[src/rtl/aurora_rx_lane.sv]
// aurora_rx_lane: single-lane 64B/66B receive back end.
// Samples one serial bit per clock and frames 66-bit blocks by sync-header
// search with bit slips. It tracks block lock and delivers payloads.
// Optional feature: define AURORA_RX_DESCRAMBLE_EN to descramble the payload
// with the self-synchronous 1+x^39+x^58 descrambler. When the macro is
// undefined, the raw framed payload is delivered.
module aurora_rx_lane #(
   parameter int unsigned LOCK_CNT = 32,
   parameter int unsigned WIN_LEN  = 64,
   parameter int unsigned BAD_MAX  = 16
) (
   input  logic        clk_rx_i,
   input  logic        rst_n_i,
   input  logic        rx_data_i_p,
   input  logic        rx_data_i_n,
   input  logic        rx_polarity_i,
   output logic [63:0] rx_data_o,
   output logic [1:0]  rx_header_o,
   output logic        rx_valid_o,
   output logic [7:0]  rx_stat_o
);

   localparam int unsigned GW = $clog2(LOCK_CNT + 1);
   localparam int unsigned BW = $clog2(BAD_MAX + 1);
   localparam int unsigned WW = (WIN_LEN > 1) ? $clog2(WIN_LEN) : 1;
   localparam logic [GW-1:0] LOCK_V   = GW'(LOCK_CNT);
   localparam logic [BW-1:0] BAD_V    = BW'(BAD_MAX);
   localparam logic [WW-1:0] WIN_LAST = WW'(WIN_LEN - 1);

   typedef enum logic {ST_HUNT, ST_LOCKED} lock_state_t;

   lock_state_t   state, state_nx;
   logic          bit_q;
   logic          primed;
   logic [65:0]   sr;
   logic [6:0]    frame_cnt;
   logic          blk_stb;
   logic [GW-1:0] good_cnt, good_nx;
   logic [BW-1:0] bad_cnt, bad_nx;
   logic [WW-1:0] win_cnt, win_nx;
   logic [5:0]    slip_cnt;
   logic          hdr_bad;
   logic          hdr_ok;
   logic          slip;
   logic          deliver;
   logic [63:0]   payload;
   logic          unused_pin;

   assign unused_pin = rx_data_i_n;
   assign hdr_ok     = sr[65] ^ sr[64];
   assign rx_stat_o  = {slip_cnt, hdr_bad, (state == ST_LOCKED)};

   // Register the polarity-corrected bit, then shift it in MSB-first.
   always_ff @(posedge clk_rx_i or negedge rst_n_i) begin
      if (!rst_n_i) begin
         bit_q <= 1'b0;
         sr    <= '0;
      end else begin
         bit_q <= rx_data_i_p ^ rx_polarity_i;
         sr    <= {sr[64:0], bit_q};
      end
   end

   // Framing counter tracks the block bit held in bit_q. The first edge after
   // reset only loads bit_q. A slip holds the counter on the edge that
   // evaluates the block, pushing the next boundary one bit later.
   always_ff @(posedge clk_rx_i or negedge rst_n_i) begin
      if (!rst_n_i) begin
         primed    <= 1'b0;
         frame_cnt <= '0;
         blk_stb   <= 1'b0;
      end else begin
         blk_stb <= (frame_cnt == 7'd65);
         if (!primed) begin
            primed <= 1'b1;
         end else if (!slip) begin
            frame_cnt <= (frame_cnt == 7'd65) ? 7'd0 : frame_cnt + 7'd1;
         end
      end
   end

   // Lock state and its header counters.
   always_ff @(posedge clk_rx_i or negedge rst_n_i) begin
      if (!rst_n_i) begin
         state    <= ST_HUNT;
         good_cnt <= '0;
         bad_cnt  <= '0;
         win_cnt  <= '0;
      end else begin
         state    <= state_nx;
         good_cnt <= good_nx;
         bad_cnt  <= bad_nx;
         win_cnt  <= win_nx;
      end
   end

   // Evaluate each framed header: count toward lock, watch the loss window,
   // and decide slip and delivery for this block.
   always_comb begin
      state_nx = state;
      good_nx  = good_cnt;
      bad_nx   = bad_cnt;
      win_nx   = win_cnt;
      slip     = 1'b0;
      deliver  = 1'b0;
      if (blk_stb) begin
         unique case (state)
            ST_HUNT: begin
               if (hdr_ok) begin
                  good_nx = good_cnt + GW'(1);
                  if (good_nx == LOCK_V) begin
                     state_nx = ST_LOCKED;
                     deliver  = 1'b1;
                     bad_nx   = '0;
                     win_nx   = '0;
                  end
               end else begin
                  good_nx = '0;
                  slip    = 1'b1;
               end
            end
            ST_LOCKED: begin
               deliver = hdr_ok;
               if (!hdr_ok) begin
                  bad_nx = bad_cnt + BW'(1);
               end
               if (bad_nx == BAD_V) begin
                  state_nx = ST_HUNT;
                  good_nx  = '0;
                  slip     = 1'b1;
               end else if (win_cnt == WIN_LAST) begin
                  win_nx = '0;
                  bad_nx = '0;
               end else begin
                  win_nx = win_cnt + WW'(1);
               end
            end
         endcase
      end
   end

`ifdef AURORA_RX_DESCRAMBLE_EN
   logic [57:0] scr_s;
   logic [57:0] scr_nx;

   // Descramble bit 0 first. Scrambled input bits feed the state.
   always_comb begin
      scr_nx  = scr_s;
      payload = '0;
      for (int unsigned i = 0; i < 64; i++) begin
         payload[i] = sr[i] ^ scr_nx[38] ^ scr_nx[57];
         scr_nx     = {scr_nx[56:0], sr[i]};
      end
   end

   // Advance the descrambler on every framed block, locked or not.
   always_ff @(posedge clk_rx_i or negedge rst_n_i) begin
      if (!rst_n_i) begin
         scr_s <= '0;
      end else if (blk_stb) begin
         scr_s <= scr_nx;
      end
   end
`else
   // Pass the framed payload through unchanged.
   always_comb begin
      payload = sr[63:0];
   end
`endif

   // Register delivered blocks and the status fields.
   always_ff @(posedge clk_rx_i or negedge rst_n_i) begin
      if (!rst_n_i) begin
         rx_data_o   <= '0;
         rx_header_o <= '0;
         rx_valid_o  <= 1'b0;
         hdr_bad     <= 1'b0;
         slip_cnt    <= '0;
      end else begin
         rx_valid_o <= deliver;
         if (deliver) begin
            rx_data_o   <= payload;
            rx_header_o <= sr[65:64];
         end
         if (blk_stb) begin
            hdr_bad <= !hdr_ok;
            if (slip && (slip_cnt != 6'd63)) begin
               slip_cnt <= slip_cnt + 6'd1;
            end
         end
      end
   end

endmodule

[config.mk]
export PLATFORM = sky130hd
export DESIGN_NAME = aurora_rx_lane
export DESIGN_NICKNAME = d
export VERILOG_FILES = /design/src/rtl/aurora_rx_lane.sv
export SDC_FILE = /design/constraint.sdc
export NUM_CORES = 1
export LEC_CHECK = 0
export CORE_MARGIN = 3
export CORE_UTILIZATION = 53
export CTS_CLUSTER_DIAMETER = 60
export DETAILED_ROUTE_END_ITERATION = 8
export PLACE_DENSITY = 0.77
export SYNTH_ARGS = -nofsm -noshare
export SYNTH_HDL_FRONTEND = slang
export SYNTH_SLANG_ARGS = --single-unit
[constraint.sdc]
create_clock -name clk_rx_i -period 3.18 [get_ports clk_rx_i]
set_input_delay 0.636 -clock clk_rx_i [delete_from_list [all_inputs] [get_ports clk_rx_i]]
set_output_delay 0.636 -clock clk_rx_i [all_outputs]
set_load 0.02 [all_outputs]
After elaboration in Yosys (flattened, before gate mapping)
Cells that the tools add are included.
{"block": "totals", "out_inout_bits": 75, "word_cells": 66, "ff_bits": 168, "inputBits": 5}
{"block": "classes", "n_addsub": 5, "n_bitwise": 4, "mux": 27, "n_reduce_logical": 7, "eq_ne": 9}
{"cell": "$mux W6", "count": 6}
{"cell": "$mux W5", "count": 7}
{"cell": "$pmux W6 S2", "count": 2}
{"cell": "$add A6 B1 Y6 const B", "count": 3}
{"cell": "$eq A6 B6 Y1 const B", "count": 2}
{"cell": "$pmux W5 S2", "count": 1}
{"cell": "$add A7 B1 Y7 const B", "count": 1}
{"cell": "$eq A7 B7 Y1 const B", "count": 1}
{"cell": "$mux W1", "count": 7}
{"cell": "$mux W7", "count": 1}
{"cell": "$ne A2 B2 Y1 const B", "count": 3}
{"cell": "$ne A6 B6 Y1 const B", "count": 1}
{"cell": "$pmux W1 S2", "count": 3}
{"cell": "$reduce_and A2 Y1", "count": 3}
{"cell": "$add A5 B1 Y5 const B", "count": 1}
{"cell": "$eq A5 B5 Y1 const B", "count": 1}
{"cell": "$reduce_and A4 Y1", "count": 1}
{"cell": "$reduce_and A3 Y1", "count": 1}
{"cell": "$ne A2 B1 Y1 const B", "count": 1}
{"cell": "$not A1 Y1", "count": 2}
{"cell": "$xor A1 B1 Y1", "count": 2}
{"cell": "$logic_and A1 B1 Y1", "count": 1}
{"cell": "$logic_not A1 Y1", "count": 1}

Longest topological paths before layout
Gate-level depths: netlist of the first run.
{"block": "logic_depth", "word_depth": 10, "mapped_depth": 8, "depth_no_buf": 7}

Least setup slack after synthesis of the first run
No wires, ideal clock.
{"block": "synth_timing", "path_kind": "register to register", "from": "register bad_cnt[0]", "to": "register slip_cnt[1]", "n_path_buf": 0, "path_stages_with_launch": 8, "arrival_ps": 1977, "setup_time_ps": 127, "period_less_slack_ps": 2104, "required_time_ps": 3053, "path_slack_ps": 1076, "cell_sequence": "dfrtp_1 ha_1 xor2_1 nor3b_1 a32oi_1 o22ai_2 and2_4 mux2_1"}
{"block": "synth_between", "elab_chain_len": 10}
{"item": "from (decl)", "line": "39", "rtl": "logic [BW-1:0] bad_cnt, bad_nx;"}
{"item": "from (signal assigned)", "line": "92", "rtl": "bad_cnt <= bad_nx;"}
{"item": "$add A5 B1 Y5", "line": "125", "rtl": "bad_nx = bad_cnt + BW'(1);"}
{"item": "$mux W5 *", "line": "124", "rtl": "if (!hdr_ok) begin"}
{"item": "$mux W5 *", "line": "107", "rtl": "unique case (state)"}
{"item": "$mux W5 *", "line": "106", "rtl": "if (blk_stb) begin"}
{"item": "$eq A5 B5 Y1 *", "line": "127", "rtl": "if (bad_nx == BAD_V) begin"}
{"item": "$mux W1 *", "line": "127"}
{"item": "$pmux W1 S2 *", "line": "107"}
{"item": "$mux W1 *", "line": "106"}
{"item": "$logic_and A1 B1 Y1 *", "line": "187", "rtl": "if (slip && (slip_cnt != 6'd63)) begin"}
{"item": "$reduce_and A2 Y1 (no source line) *"}
{"item": "to (signal assigned)", "line": "188", "rtl": "slip_cnt <= slip_cnt + 6'd1;"}
{"item": "to (decl)", "line": "41", "rtl": "logic [5:0] slip_cnt;"}
Mark *: on every way between the ends. The rest lies on a longest branch, timed or not. The select of a mux whose other input is x is not followed.
A chain may end at the register's enable or synchronous reset.

Worst setup path after layout of the first run
{"block": "layout_timing", "from": "register state", "to": "output port rx_stat_o[0]"}
{"item": "from (decl)", "line": "32", "rtl": "lock_state_t state, state_nx;"}
{"item": "from (signal assigned)", "line": "90", "rtl": "state <= state_nx;"}
{"item": "to (decl)", "line": "20", "rtl": "output logic [7:0] rx_stat_o"}
No word-level cell between the ends.

==> flow_summary.html, run 1 <==
<table>
<tr><th>Metric</th><th>Value</th></tr>
<tr><th colspan="2">Synth</th></tr>
<tr><td>Number of synthesis warnings</td><td>0</td></tr>
<tr><td>Asr flop ratio synth</td><td>1.00</td></tr>
<tr><td>Most frequent cell after synthesis</td><td>sky130_fd_sc_hd__dfrtp_1</td></tr>
<tr><td>Biggest area contributors in the synthesized netlist</td><td>sky130_fd_sc_hd__dfrtp_1, sky130_fd_sc_hd__mux2_2, sky130_fd_sc_hd__nand2_1, sky130_fd_sc_hd__ha_1, sky130_fd_sc_hd__nand3_1</td></tr>
<tr><td>Count of distinct cell types in the synthesized netlist</td><td>57</td></tr>
<tr><td>Synthesized Nets</td><td>423</td></tr>
<tr><td>Most common flop cell mapped by yosys</td><td>sky130_fd_sc_hd__dfrtp_1</td></tr>
<tr><td>EDFF count, synth</td><td>0</td></tr>
<tr><td>Synth area leader</td><td>sky130_fd_sc_hd__dfrtp_1</td></tr>
<tr><td>Area share of the largest cell type after synthesis</td><td>0.690</td></tr>
<tr><td>Post-Syn Area</td><td>approximately 6000 µm²</td></tr>
<tr><td>Synthesized area per cell</td><td>between 10 and 15 µm²</td></tr>
<tr><td>Part of the Yosys area used for sequential elements</td><td>0.690</td></tr>
<tr><td>Number of flip-flops and latches in the synthesized netlist</td><td>168</td></tr>
<tr><td>Most common library cells after synthesis</td><td>sky130_fd_sc_hd__dfrtp_1, sky130_fd_sc_hd__mux2_2, sky130_fd_sc_hd__nand2_1, sky130_fd_sc_hd__nor2_1</td></tr>
<tr><td>Synth Instances</td><td>412</td></tr>
<tr><th colspan="2">Layout</th></tr>
<tr><td>Final #Nets</td><td>510</td></tr>
<tr><td>Antenna fix cells</td><td>0</td></tr>
<tr><td>Utilization after layout</td><td>0.688</td></tr>
<tr><td>Layout-stage area growth over the synthesis result</td><td>24.5%</td></tr>
<tr><td>Reg area</td><td>approximately 4200 µm²</td></tr>
<tr><td>Area used by multi-input combinational logic</td><td>1780 µm²</td></tr>
<tr><td>Fraction of final layout cells sized beyond drive strength 1</td><td>0.218</td></tr>
<tr><td>Fillcell total</td><td>800</td></tr>
<tr><th colspan="2">Global route</th></tr>
<tr><td>Number of global-route vias before repair</td><td>about 3900</td></tr>
<tr><td>Number of antenna violations at the first check in global routing</td><td>0</td></tr>
<tr><td>GRT overflow</td><td>0</td></tr>
<tr><td>Total GRT Usage</td><td>0.196</td></tr>
<tr><td>Largest net degree at the start of global routing</td><td>88</td></tr>
<tr><td>First-pass GRT wire length</td><td>around 20000 µm</td></tr>
<tr><th colspan="2">Routing</th></tr>
<tr><td>Routed via count</td><td>between 3000 and 4000</td></tr>
<tr><td>Antenna Nets Post-Route</td><td>0</td></tr>
<tr><td>Detail-routed net length per standard cell</td><td>roughly 18 µm</td></tr>
<tr><td>Via density per instance</td><td>5.46</td></tr>
<tr><td>Drt pass-1 iters</td><td>4</td></tr>
<tr><td>Initial drt markers</td><td>about 170</td></tr>
<tr><td>Total DRC errors in the routed layout</td><td>0</td></tr>
<tr><td>Final Routed Wirelength</td><td>between 10000 and 15000 µm</td></tr>
<tr><th colspan="2">Clock tree</th></tr>
<tr><td>CTS max path bufs</td><td>2</td></tr>
<tr><td>Post-CTS setup-driven buffer insertion count</td><td>0</td></tr>
<tr><td>Clock transition at the register clock pins on the worst setup and hold paths after CTS</td><td>roughly 60 ps</td></tr>
<tr><td>TritonCTS clock tree</td><td>built</td></tr>
<tr><td>CTS H-tree depth</td><td>4</td></tr>
<tr><td>TritonCTS sink count</td><td>168</td></tr>
<tr><td>CTS resizes</td><td>0</td></tr>
<tr><td>Number of hold buffers added after cts</td><td>0</td></tr>
<tr><td>Clock latency of the later-clocked register in the worst-skew pair</td><td>420 ps</td></tr>
<tr><td>Clock root buffer</td><td>sky130_fd_sc_hd__clkbuf_16</td></tr>
<tr><td>Total clock buffers created by CTS</td><td>17</td></tr>
<tr><th colspan="2">Critical path</th></tr>
<tr><td>Cells along the critical path</td><td>clkdlybuf4s50_1</td></tr>
<tr><td>CP Class</td><td>reg2out</td></tr>
<tr><td>Worst Reg2Reg Path Length in Cells</td><td>7</td></tr>
<tr><td>Worst Setup End Kind</td><td>output pin</td></tr>
<tr><td>Maximum fanout along the worst path</td><td>19</td></tr>
<tr><td>Depth of the critical timing path with buffers and inverters included</td><td>1</td></tr>
<tr><td>Data required time at the worst endpoint</td><td>around 2500 ps</td></tr>
<tr><td>Worst endpoint data arrival time</td><td>1920 ps</td></tr>
<tr><td>Start of the worst register-to-register path</td><td>bad_cnt[0]</td></tr>
<tr><td>Slowest stage cell on the critical path</td><td>sky130_fd_sc_hd__dfrtp_1</td></tr>
<tr><td>Critical path origin</td><td>state</td></tr>
<tr><td>Crit path buf inv count</td><td>1</td></tr>
<tr><td>Startpoint Class</td><td>flip-flop</td></tr>
<tr><td>Top delay family on crit path</td><td>flip-flops</td></tr>
<tr><td>Maximum single-stage delay on the critical path</td><td>a little under 800 ps</td></tr>
<tr><th colspan="2">Placement</th></tr>
<tr><td>Number of port buffers</td><td>slightly below 80</td></tr>
<tr><td>Placer Congestion</td><td>approximately 0.82</td></tr>
<tr><td>DPL Wire Length</td><td>~7000 µm</td></tr>
<tr><th colspan="2">Floorplanning</th></tr>
<tr><td>Horizontal extent of the die</td><td>113 µm</td></tr>
<tr><td>Initial standard-cell utilization of the core</td><td>0.552</td></tr>
<tr><td>Number of top-level pins</td><td>80</td></tr>
<tr><td>Core Rows</td><td>38</td></tr>
<tr><td>Core Region</td><td>~11000 µm²</td></tr>
<tr><td>Die area</td><td>between 10000 and 15000 µm²</td></tr>
<tr><td>Die Y-Extent</td><td>around 110 µm</td></tr>
<tr><th colspan="2">Min path</th></tr>
<tr><td>HP Class</td><td>in2async</td></tr>
<tr><th colspan="2">Power</th></tr>
<tr><td>P per Cell Area</td><td>around 580 nW/µm²</td></tr>
<tr><td>Static leakage power</td><td>roughly 3.6 nW</td></tr>
<tr><td>PnR Total Power</td><td>4.39 mW</td></tr>
<tr><td>Maximum vdd ir drop</td><td>approximately 0.36 mV</td></tr>
<tr><th colspan="2">Timing</th></tr>
<tr><td>Worst hold slack</td><td>around 280 ps</td></tr>
<tr><td>Number of max-slew violations in the final report</td><td>0</td></tr>
<tr><td>Number of hold violations in the final report</td><td>0</td></tr>
<tr><td>RSZ-0062 raised after global routing</td><td>false</td></tr>
<tr><td>Aggregate negative setup slack</td><td>0 ps</td></tr>
<tr><td>Highest Clock Rate</td><td>roughly 390 MHz</td></tr>
<tr><td>Final critical-path required period</td><td>roughly 2600 ps</td></tr>
<tr><td>Number of setup violations in the final report</td><td>0</td></tr>
<tr><td>Worst-margin pin slew</td><td>roughly 760 ps</td></tr>
<tr><td>Share of the clock period used by the worst path</td><td>0.804</td></tr>
<tr><td>Final clock skew</td><td>9.72 ps</td></tr>
<tr><td>Worst slew slack as a fraction of its limit</td><td>0.496</td></tr>
<tr><th colspan="2">Run status</th></tr>
<tr><td>Status</td><td>finished clean</td></tr>
<tr><th colspan="2">Flow run</th></tr>
<tr><td>Max-capacitance violation count</td><td>0</td></tr>
</table>
## flip-flops by register name, indices dropped and copies added, names as in the netlist, 2 cells and up
register,cells
frame_cnt,7
rx_data_o,64
sr,66
slip_cnt,6
win_cnt,6
rx_header_o,2
good_cnt,6
bad_cnt,5
## cell usage in the layout, fill, tap and decap left out, types with 3 or more instances in the layout
master	synthesis	routed
sky130_fd_sc_hd__clkbuf_1	7	3
sky130_fd_sc_hd__a21oi_1	9	9
sky130_fd_sc_hd__o211ai_1	5	5
sky130_fd_sc_hd__and3_1	4	4
sky130_fd_sc_hd__o21a_1	3	3
sky130_fd_sc_hd__nor2_1	12	12
sky130_fd_sc_hd__ha_1	6	6
sky130_fd_sc_hd__mux2_2	64	64
sky130_fd_sc_hd__clkbuf_16	0	17
sky130_fd_sc_hd__nand2_1	22	21
sky130_fd_sc_hd__buf_4	2	7
sky130_fd_sc_hd__o2bb2ai_1	3	3
sky130_fd_sc_hd__dfrtp_1	168	168
sky130_fd_sc_hd__o31ai_1	3	3
sky130_fd_sc_hd__clkinv_2	0	3
sky130_fd_sc_hd__o21ai_1	3	3
sky130_fd_sc_hd__nand3_1	11	11
sky130_fd_sc_hd__mux2_1	3	3
sky130_fd_sc_hd__a31oi_1	5	5
sky130_fd_sc_hd__mux2i_1	3	3
sky130_fd_sc_hd__clkdlybuf4s50_1	0	77
sky130_fd_sc_hd__nor3_1	4	4
sky130_fd_sc_hd__xor2_1	6	6
sky130_fd_sc_hd__nor2b_1	3	3
sky130_fd_sc_hd__nor3b_1	3	3
sky130_fd_sc_hd__o21ai_0	11	11
sky130_fd_sc_hd__inv_1	7	7
## stage by stage
| step | cell area (µm²) | setup WS [ps] | instances |
|---|---|---|---|
| after floorplan | 6090 | 1080 | 412 |
| after global placement | 7020 | 885 | 620 |
| after detailed placement | 7020 | 841 | 620 |
| after CTS | 7580 | 620 | 650 |
| after global routing | 7580 | 549 | 650 |
| final | 7580 | 625 | 650 |
## worst paths after layout
kind | to | slack (ps)
max | rx_stat_o[0] | 620
min | rx_header_o[1] | 280
max reg2reg | slip_cnt[1] | 800
min reg2reg | sr[0] | 350
max in group asynchronous | rx_data_o[39] | 2080
min in group clk_rx_i | sr[0] | 350
## report_power, final
part | switching (mW) | internal [mW]
Combinational | 0.0683 | 0.0409
Clock | 0.781 | 1.19
Sequential | 0.0737 | 2.24
Total | 0.923 | 3.46
## layout make-up
class | instances | share of cell area
flip-flops and latches | 168 | 0.554
repair buffers | 85 | 0.110
well taps | 140 | 0.0231
multi-input cells | 220 | 0.235
clock buffers | 22 | 0.0612
inverters | 7 | 0.00346
clock inverters | 8 | 0.0130
## kinds of logic (layout without fill, tap and decap cells)
family,Yosys count,count (layout),synth area share
flip-flops,168,168,0.690
AND/OR/NAND/NOR,75,75,0.0635
multiplexers,70,70,0.129
AO/OA/AOI/OAI,59,59,0.0715
buffers and inverters,24,122,0.0177
XOR/XNOR,9,9,0.0154
adder cells (fa/ha/maj),6,6,0.0123
other,1,1,0.000616
## routing by layer
layer / track usage / wire [µm]
met1: 0.246 / 4800
met2: 0.311 / 5600
met3: 0.0668 / 740
met4: 0.0881 / 261
met5: 0 / 0
Power figures use the tool's default switching activity.
==> run 2, diff against run 1 <==
- CORE_UTILIZATION: 53 -> 49
- PLACE_DENSITY: 0.77 -> 0.75
- clock period: 3.18 -> 2.2 ns (I/O delays scaled with it)
==> flow_summary.html, run 2 (same netlist as run 1, synthesis figures left out) <==
<table>
<tr><th>Metric</th><th>Value</th></tr>
<tr><th colspan="2">Run status</th></tr>
<tr><td>Status</td><td>finished with violations</td></tr>
<tr><td>Failing checks</td><td>hold timing</td></tr>
<tr><th colspan="2">Critical path</th></tr>
<tr><td>Worst endpoint data arrival time</td><td>2440 ps (+520 ps)</td></tr>
<tr><td>Maximum fanout along the worst path</td><td>9 (-10)</td></tr>
<tr><td>CP Class</td><td>reg2reg</td></tr>
<tr><td>Startpoint Class</td><td>flip-flop</td></tr>
<tr><td>Data required time at the worst endpoint</td><td>2550 ps (about the same)</td></tr>
<tr><td>Worst Setup End Kind</td><td>flip-flop</td></tr>
<tr><th colspan="2">Placement</th></tr>
<tr><td>Placer Congestion</td><td>0.773 (-5.6%)</td></tr>
<tr><td>DPL Wire Length</td><td>7060 µm (+0.30%)</td></tr>
<tr><td>Number of port buffers</td><td>78 (unchanged)</td></tr>
<tr><th colspan="2">Routing</th></tr>
<tr><td>Total DRC errors in the routed layout</td><td>0 (unchanged)</td></tr>
<tr><td>Detail-routed net length per standard cell</td><td>16.0 µm (-9.0%)</td></tr>
<tr><td>Via density per instance</td><td>5.15 (-5.6%)</td></tr>
<tr><td>Routed via count</td><td>3554 (+0.17%)</td></tr>
<tr><td>Initial drt markers</td><td>143 (-14%)</td></tr>
<tr><td>Drt pass-1 iters</td><td>4 (unchanged)</td></tr>
<tr><td>Antenna Nets Post-Route</td><td>0 (unchanged)</td></tr>
<tr><td>Final Routed Wirelength</td><td>11000 µm (-3.4%)</td></tr>
<tr><th colspan="2">Timing</th></tr>
<tr><td>Aggregate negative setup slack</td><td>0 ps (unchanged)</td></tr>
<tr><td>Number of hold violations in the final report</td><td>4 (+4)</td></tr>
<tr><td>Worst hold slack</td><td>-7.08 ps (-283 ps)</td></tr>
<tr><td>Worst slew slack as a fraction of its limit</td><td>0.623 (+0.127)</td></tr>
<tr><td>Final critical-path required period</td><td>between 2000 and 2500 ps</td></tr>
<tr><td>Highest Clock Rate</td><td>~480 MHz</td></tr>
<tr><td>Worst-margin pin slew</td><td>566 ps (-190 ps)</td></tr>
<tr><td>Share of the clock period used by the worst path</td><td>0.949</td></tr>
<tr><td>Number of setup violations in the final report</td><td>0 (unchanged)</td></tr>
<tr><td>Number of max-slew violations in the final report</td><td>0 (unchanged)</td></tr>
<tr><td>Final clock skew</td><td>7.77 ps (-1.95 ps)</td></tr>
<tr><td>RSZ-0062 raised after global routing</td><td>false</td></tr>
<tr><th colspan="2">Flow run</th></tr>
<tr><td>Max-capacitance violation count</td><td>0 (unchanged)</td></tr>
<tr><th colspan="2">Clock tree</th></tr>
<tr><td>Clock transition at the register clock pins on the worst setup and hold paths after CTS</td><td>70 ps (about the same)</td></tr>
<tr><td>TritonCTS sink count</td><td>168 (unchanged)</td></tr>
<tr><td>TritonCTS clock tree</td><td>built</td></tr>
<tr><td>CTS max path bufs</td><td>2 (unchanged)</td></tr>
<tr><td>Clock latency of the later-clocked register in the worst-skew pair</td><td>420 ps (about the same)</td></tr>
<tr><td>Clock root buffer</td><td>sky130_fd_sc_hd__clkbuf_16</td></tr>
<tr><td>Total clock buffers created by CTS</td><td>17 (unchanged)</td></tr>
<tr><td>CTS H-tree depth</td><td>4 (unchanged)</td></tr>
<tr><th colspan="2">Power</th></tr>
<tr><td>P per Cell Area</td><td>834 nW/µm² (+44%)</td></tr>
<tr><td>Maximum vdd ir drop</td><td>0.723 mV (+100%)</td></tr>
<tr><td>Static leakage power</td><td>3.69 nW (+3.3%)</td></tr>
<tr><th colspan="2">Layout</th></tr>
<tr><td>Largest registers</td><td>sr: 66 flops, rx_data_o: 64 flops, frame_cnt: 7 flops</td></tr>
<tr><td>Most flop-heavy register</td><td>sr</td></tr>
<tr><td>Utilization after layout</td><td>0.651 (-0.0368)</td></tr>
<tr><td>Reg area</td><td>4210 µm² (about the same)</td></tr>
<tr><td>Max FFs per register</td><td>66 (unchanged)</td></tr>
<tr><td>Commonest cells after routing, fill and taps aside</td><td>sky130_fd_sc_hd__dfrtp_1, sky130_fd_sc_hd__clkdlybuf4s50_1, sky130_fd_sc_hd__mux2_2</td></tr>
<tr><td>Fillcell total</td><td>858 (+7.2%)</td></tr>
<tr><td>Area used by multi-input combinational logic</td><td>1810 µm² (+1.7%)</td></tr>
<tr><td>Final #Nets</td><td>520 (+2.0%)</td></tr>
<tr><td>Fraction of final layout cells sized beyond drive strength 1</td><td>0.253 (+0.0352)</td></tr>
<tr><td>Antenna fix cells</td><td>0 (unchanged)</td></tr>
<tr><td>Commonest non-fill, non-tap cell in the layout</td><td>sky130_fd_sc_hd__dfrtp_1</td></tr>
<tr><td>Layout-stage area growth over the synthesis result</td><td>28.9%</td></tr>
<tr><th colspan="2">Global route</th></tr>
<tr><td>Total GRT Usage</td><td>0.170 (-0.0261)</td></tr>
<tr><td>First-pass GRT wire length</td><td>18700 µm (-4.5%)</td></tr>
<tr><td>Number of global-route vias before repair</td><td>3703 (-5.3%)</td></tr>
<tr><td>Number of antenna violations at the first check in global routing</td><td>0 (unchanged)</td></tr>
<tr><td>GRT overflow</td><td>0 (unchanged)</td></tr>
<tr><td>Largest net degree at the start of global routing</td><td>61 (-31%)</td></tr>
<tr><th colspan="2">Floorplanning</th></tr>
<tr><td>Die Y-Extent</td><td>117 µm (+3.8%)</td></tr>
<tr><td>Core Rows</td><td>40 (+5.3%)</td></tr>
<tr><td>Initial standard-cell utilization of the core</td><td>0.505 (-0.0472)</td></tr>
<tr><td>Core Region</td><td>12100 µm² (+9.3%)</td></tr>
<tr><td>Die area</td><td>13800 µm² (+7.7%)</td></tr>
<tr><td>Horizontal extent of the die</td><td>117 µm (+3.8%)</td></tr>
<tr><td>Number of top-level pins</td><td>80 (unchanged)</td></tr>
<tr><th colspan="2">Min path</th></tr>
<tr><td>HP Class</td><td>in2async</td></tr>
</table>
==> run 2: cell types whose count changed in the layout (fill, tap and decap cells not counted), moves of 2 or more <==
cell	delta
sky130_fd_sc_hd__buf_12	+4
sky130_fd_sc_hd__buf_4	+5
sky130_fd_sc_hd__clkbuf_1	-3
sky130_fd_sc_hd__clkbuf_8	-2
sky130_fd_sc_hd__clkinv_2	-2
sky130_fd_sc_hd__clkinv_4	+3
sky130_fd_sc_hd__dfrtp_1	-2
sky130_fd_sc_hd__dfrtp_2	+2
sky130_fd_sc_hd__inv_6	+2
sky130_fd_sc_hd__inv_8	+2
==> run 2: timing repair <==
| action | in CTS | in global routing |
|---|---|---|
| setup buffers | 0 | 2 |
| resized for setup | 0 | 9 |
| setup endpoints to repair | 0 | 54 |
| hold buffers | 0 | 0 |
==> run 2: critical path, cell delays in order, from the launching register on <==
cell and delay, ps:
sky130_fd_sc_hd__dfrtp_1 400, sky130_fd_sc_hd__ha_2 220, sky130_fd_sc_hd__xor2_1 160, sky130_fd_sc_hd__nor3b_1 80
sky130_fd_sc_hd__a21oi_1 440, sky130_fd_sc_hd__nor2_4 130, sky130_fd_sc_hd__or4_1 520, sky130_fd_sc_hd__nand3_1 80
==> run 2: path summary, 6_finish.rpt <==
path / startpoint / endpoint / slack (ps) / cells past startpoint
max reg2reg: bad_cnt[1] / win_cnt[4] / 110 / 7
max in group asynchronous: rst_n_i / sr[8] / 1520 / 2
min reg2reg: bit_q / sr[0] / 350 / 0
max: bad_cnt[1] / win_cnt[4] / 110 / 7
min: rst_n_i / sr[65] / -7 / 1
min in group clk_rx_i: bit_q / sr[0] / 350 / 0
==> run 2: per-stage QoR <==
| step | instances | power, mW | setup slack (ps) | instance area (µm²) | hold slack [ps] |
|---|---|---|---|---|---|
| global route | 690 | 6.80 | 12.6 | 7850 | 32.9 |
| detailed placement | 655 | 3.56 | 41.3 | 7160 | 340 |
| CTS | 687 | 6.62 | 17.5 | 7780 | 12.1 |
| floorplan | 412 | 3.43 | 95.8 | 6090 | 144 |
| global placement | 655 | 3.54 | 99.6 | 7160 | 334 |
| finish | 690 | 6.55 | 112 | 7850 | -7.08 |
==> run 2: layout make-up <==
type | count | share of cell area
sequential | 168 | 0.536
multi-input combinational | 220 | 0.231
timing repair buffer | 95 | 0.124
clock buffer | 17 | 0.0542
tap | 168 | 0.0268
clock inverter | 15 | 0.0245
inverter | 7 | 0.00335
==> run 2: where the power goes <==
| part | internal, mW | switching (mW) | leakage (nW) |
|---|---|---|---|
| combinational | 0.0652 | 0.0981 | 1.18 |
| clock | 1.81 | 1.24 | 0.294 |
| sequential | 3.23 | 0.104 | 2.22 |
==> run 2: per-layer routing <==
layer,up-vias,share of wire,global-route usage
li1,1651,-,-
met1,1818,0.44,0.216
met2,72,0.48,0.261
met3,13,0.066,0.0759
met4,0,0.012,0.0593
met5,-,0,0
==> run 3, diff against run 2 <==
- CORE_UTILIZATION: 49 -> 53
- PLACE_DENSITY: 0.75 -> 0.77
- clock period: 2.2 -> 2.7 ns (I/O delays scaled with it)
==> flow_summary.html, run 3 (same netlist as run 1, synthesis figures left out) <==
<table>
<tr><th>Metric</th><th>Value</th></tr>
<tr><th colspan="2">Clock tree</th></tr>
<tr><td>CTS H-tree depth</td><td>4 (unchanged)</td></tr>
<tr><td>Number of hold buffers added after cts</td><td>0 (unchanged)</td></tr>
<tr><td>Post-CTS setup-driven buffer insertion count</td><td>0 (unchanged)</td></tr>
<tr><td>Clock latency of the later-clocked register in the worst-skew pair</td><td>420 ps (about the same)</td></tr>
<tr><td>CTS max path bufs</td><td>2 (unchanged)</td></tr>
<tr><td>Total clock buffers created by CTS</td><td>17 (unchanged)</td></tr>
<tr><td>CTS resizes</td><td>0 (unchanged)</td></tr>
<tr><td>Clock root buffer</td><td>sky130_fd_sc_hd__clkbuf_16</td></tr>
<tr><td>Clock transition at the register clock pins on the worst setup and hold paths after CTS</td><td>70 ps (about the same)</td></tr>
<tr><td>TritonCTS sink count</td><td>168 (unchanged)</td></tr>
<tr><td>TritonCTS clock tree</td><td>built</td></tr>
<tr><th colspan="2">Critical path</th></tr>
<tr><td>CP Class</td><td>reg2reg</td></tr>
<tr><td>Startpoint Class</td><td>flip-flop</td></tr>
<tr><td>Maximum fanout along the worst path</td><td>7 (-2)</td></tr>
<tr><td>Data required time at the worst endpoint</td><td>3000 ps (+450 ps)</td></tr>
<tr><td>Critical path origin</td><td>bad_cnt[0]</td></tr>
<tr><td>Maximum single-stage delay on the critical path</td><td>450 ps (-70 ps)</td></tr>
<tr><td>Worst endpoint data arrival time</td><td>2670 ps (+230 ps)</td></tr>
<tr><td>Slowest stage cell on the critical path</td><td>sky130_fd_sc_hd__dfrtp_1</td></tr>
<tr><td>Worst Setup End Kind</td><td>flip-flop</td></tr>
<tr><td>Top delay family on crit path</td><td>compound AO/OA/AOI/OAI gates</td></tr>
<tr><td>Cells along the critical path</td><td>ha_1 -&gt; xor2_1 -&gt; nor3b_1 -&gt; a32oi_1 -&gt; o22ai_2 -&gt; and2_4 -&gt; mux2_1</td></tr>
<tr><td>Crit path buf inv count</td><td>0 (unchanged)</td></tr>
<tr><td>Start of the worst register-to-register path</td><td>bad_cnt[0]</td></tr>
<tr><th colspan="2">Global route</th></tr>
<tr><td>Number of global-route vias before repair</td><td>3780 (+2.1%)</td></tr>
<tr><td>Total GRT Usage</td><td>0.195 (+0.0248)</td></tr>
<tr><td>Largest net degree at the start of global routing</td><td>69 (+13%)</td></tr>
<tr><td>GRT overflow</td><td>0 (unchanged)</td></tr>
<tr><td>First-pass GRT wire length</td><td>19400 µm (+4.1%)</td></tr>
<tr><td>Number of antenna violations at the first check in global routing</td><td>0 (unchanged)</td></tr>
<tr><th colspan="2">Placement</th></tr>
<tr><td>Placer Congestion</td><td>0.878 (+14%)</td></tr>
<tr><td>Number of port buffers</td><td>78 (unchanged)</td></tr>
<tr><td>DPL Wire Length</td><td>7070 µm (+0.12%)</td></tr>
<tr><th colspan="2">Routing</th></tr>
<tr><td>Total DRC errors in the routed layout</td><td>0 (unchanged)</td></tr>
<tr><td>Detail-routed net length per standard cell</td><td>17.2 µm (+7.6%)</td></tr>
<tr><td>Initial drt markers</td><td>220 (+54%)</td></tr>
<tr><td>Final Routed Wirelength</td><td>11200 µm (+1.6%)</td></tr>
<tr><td>Antenna Nets Post-Route</td><td>0 (unchanged)</td></tr>
<tr><td>Drt pass-1 iters</td><td>4 (unchanged)</td></tr>
<tr><td>Via density per instance</td><td>5.37 (+4.2%)</td></tr>
<tr><td>Routed via count</td><td>3498 (-1.6%)</td></tr>
<tr><th colspan="2">Power</th></tr>
<tr><td>Maximum vdd ir drop</td><td>0.577 mV (-20%)</td></tr>
<tr><td>Switching power of the nets</td><td>1.16 mW (-20%)</td></tr>
<tr><td>P per Cell Area</td><td>695 nW/µm² (-17%)</td></tr>
<tr><td>Switching share of power</td><td>0.217 (-0.00339)</td></tr>
<tr><td>Portion of total power attributed to the clock network</td><td>0.465 (about the same)</td></tr>
<tr><td>Flop pwr share</td><td>0.510 (about the same)</td></tr>
<tr><td>Internal</td><td>4.17 mW (-18%)</td></tr>
<tr><td>Combinational power share</td><td>0.025 (about the same)</td></tr>
<tr><td>Static leakage power</td><td>3.60 nW (-2.4%)</td></tr>
<tr><th colspan="2">Layout</th></tr>
<tr><td>Final #Nets</td><td>510 (-1.9%)</td></tr>
<tr><td>Antenna fix cells</td><td>0 (unchanged)</td></tr>
<tr><td>Max FFs per register</td><td>66 (unchanged)</td></tr>
<tr><td>Commonest non-fill, non-tap cell in the layout</td><td>sky130_fd_sc_hd__dfrtp_1</td></tr>
<tr><td>Layout-stage area growth over the synthesis result</td><td>25.9%</td></tr>
<tr><td>Fraction of final layout cells sized beyond drive strength 1</td><td>0.225 (-0.0283)</td></tr>
<tr><td>Most flop-heavy register</td><td>sr</td></tr>
<tr><td>Commonest cells after routing, fill and taps aside</td><td>sky130_fd_sc_hd__dfrtp_1, sky130_fd_sc_hd__clkdlybuf4s50_1, sky130_fd_sc_hd__mux2_2</td></tr>
<tr><td>Fillcell total</td><td>746 (-13%)</td></tr>
<tr><td>Largest registers</td><td>sr: 66 flops, rx_data_o: 64 flops, frame_cnt: 7 flops</td></tr>
<tr><th colspan="2">Floorplanning</th></tr>
<tr><td>Horizontal extent of the die</td><td>113 µm (-3.7%)</td></tr>
<tr><td>Initial standard-cell utilization of the core</td><td>0.552 (+0.0472)</td></tr>
<tr><td>Core Rows</td><td>38 (-5.0%)</td></tr>
<tr><td>Die area</td><td>12800 µm² (-7.2%)</td></tr>
<tr><td>Number of top-level pins</td><td>80 (unchanged)</td></tr>
<tr><td>Core Region</td><td>11000 µm² (-8.5%)</td></tr>
<tr><td>Die Y-Extent</td><td>113 µm (-3.7%)</td></tr>
<tr><th colspan="2">Min path</th></tr>
<tr><td>HP Class</td><td>in2async</td></tr>
<tr><th colspan="2">Timing</th></tr>
<tr><td>Worst hold slack</td><td>124 ps (+132 ps)</td></tr>
<tr><td>Aggregate negative setup slack</td><td>0 ps (unchanged)</td></tr>
<tr><td>Worst-margin pin slew</td><td>623 ps (+57.5 ps)</td></tr>
<tr><td>Number of max-slew violations in the final report</td><td>0 (unchanged)</td></tr>
<tr><td>Number of hold violations in the final report</td><td>0 (-4)</td></tr>
<tr><td>Final clock skew</td><td>10.7 ps (+2.95 ps)</td></tr>
<tr><td>Highest Clock Rate</td><td>422 MHz (-12%)</td></tr>
<tr><td>Final critical-path required period</td><td>2370 ps (+281 ps)</td></tr>
<tr><td>Number of setup violations in the final report</td><td>0 (unchanged)</td></tr>
<tr><td>Worst slew slack as a fraction of its limit</td><td>0.584 (-0.0383)</td></tr>
<tr><td>RSZ-0062 raised after global routing</td><td>false</td></tr>
<tr><td>Share of the clock period used by the worst path</td><td>0.877 (-0.0716)</td></tr>
<tr><th colspan="2">Run status</th></tr>
<tr><td>Status</td><td>finished clean</td></tr>
<tr><th colspan="2">Flow run</th></tr>
<tr><td>Max-capacitance violation count</td><td>0 (unchanged)</td></tr>
</table>
## run 3: cell types whose count changed in the layout (fill, tap and decap cells not counted), sizes merged
cell,previous run,this run
buf,17,8
clkbuf,18,19
clkinv,5,2
clkinvlp,3,4
## run 3: through the flow
stage	instance area (µm²)	util	power, mW	worst slack, ps	cells
detailed placement	7060	0.640	2.90	377	620
global route	7670	0.695	5.53	147	652
CTS	7670	0.695	5.40	342	652
global placement	7060	0.640	2.88	456	620
floorplan	6090	-	2.80	596	412
finish	7670	0.695	5.33	331	652
## run 3: path summary, 6_finish.rpt
path	endpoint	slack (ps)	cells after the start
setup / recovery	slip_cnt[1]	330	7
hold / removal	good_cnt[3]	120	1
setup reg to reg	slip_cnt[1]	330	7
hold reg to reg	sr[0]	370	0
max in group asynchronous	rx_data_o[36]	1900	2
min in group clk_rx_i	sr[0]	370	0
## run 3: worst register-to-register path: stages, from the launching register on
cell and delay [ps]:
sky130_fd_sc_hd__dfrtp_1 450, sky130_fd_sc_hd__ha_1 280, sky130_fd_sc_hd__xor2_1 150, sky130_fd_sc_hd__nor3b_1 270
sky130_fd_sc_hd__a32oi_1 240, sky130_fd_sc_hd__o22ai_2 330, sky130_fd_sc_hd__and2_4 230, sky130_fd_sc_hd__mux2_1 310
## run 3: area by class of cell
| type | instances | area [µm²] | area share |
|---|---|---|---|
| Sequential cell | 168 | 4200 | 0.548 |
| Tap cell | 140 | 175 | 0.0228 |
| Clock buffer | 19 | 443 | 0.0577 |
| Multi-Input combinational cell | 220 | 1780 | 0.232 |
| Clock inverter | 13 | 169 | 0.0220 |
| Inverter | 7 | 26.3 | 0.00343 |
| Timing Repair Buffer | 85 | 872 | 0.114 |
## run 3: power by group through the flow
stage	clock (mW)	combinational (mW)	sequential, mW
2_1_floorplan	0	0.0611	2.74
3_3_place_gp	0	0.129	2.75
3_5_place_dp	0	0.136	2.76
4_1_cts	2.54	0.138	2.72
5_1_grt	2.65	0.154	2.73
6_report	2.48	0.132	2.72
## run 3: per-layer routing
| metal | wire length (µm) | share of wire | track usage | vias up |
|---|---|---|---|---|
| met4 | 178 | 0.016 | 0.0753 | 0 |
| met3 | 699 | 0.062 | 0.0711 | 14 |
| met1 | 4870 | 0.43 | 0.248 | 1769 |
| met2 | 5450 | 0.49 | 0.307 | 84 |
| li1 | - | - | - | 1631 |
| met5 | 0 | 0 | 0 | - |
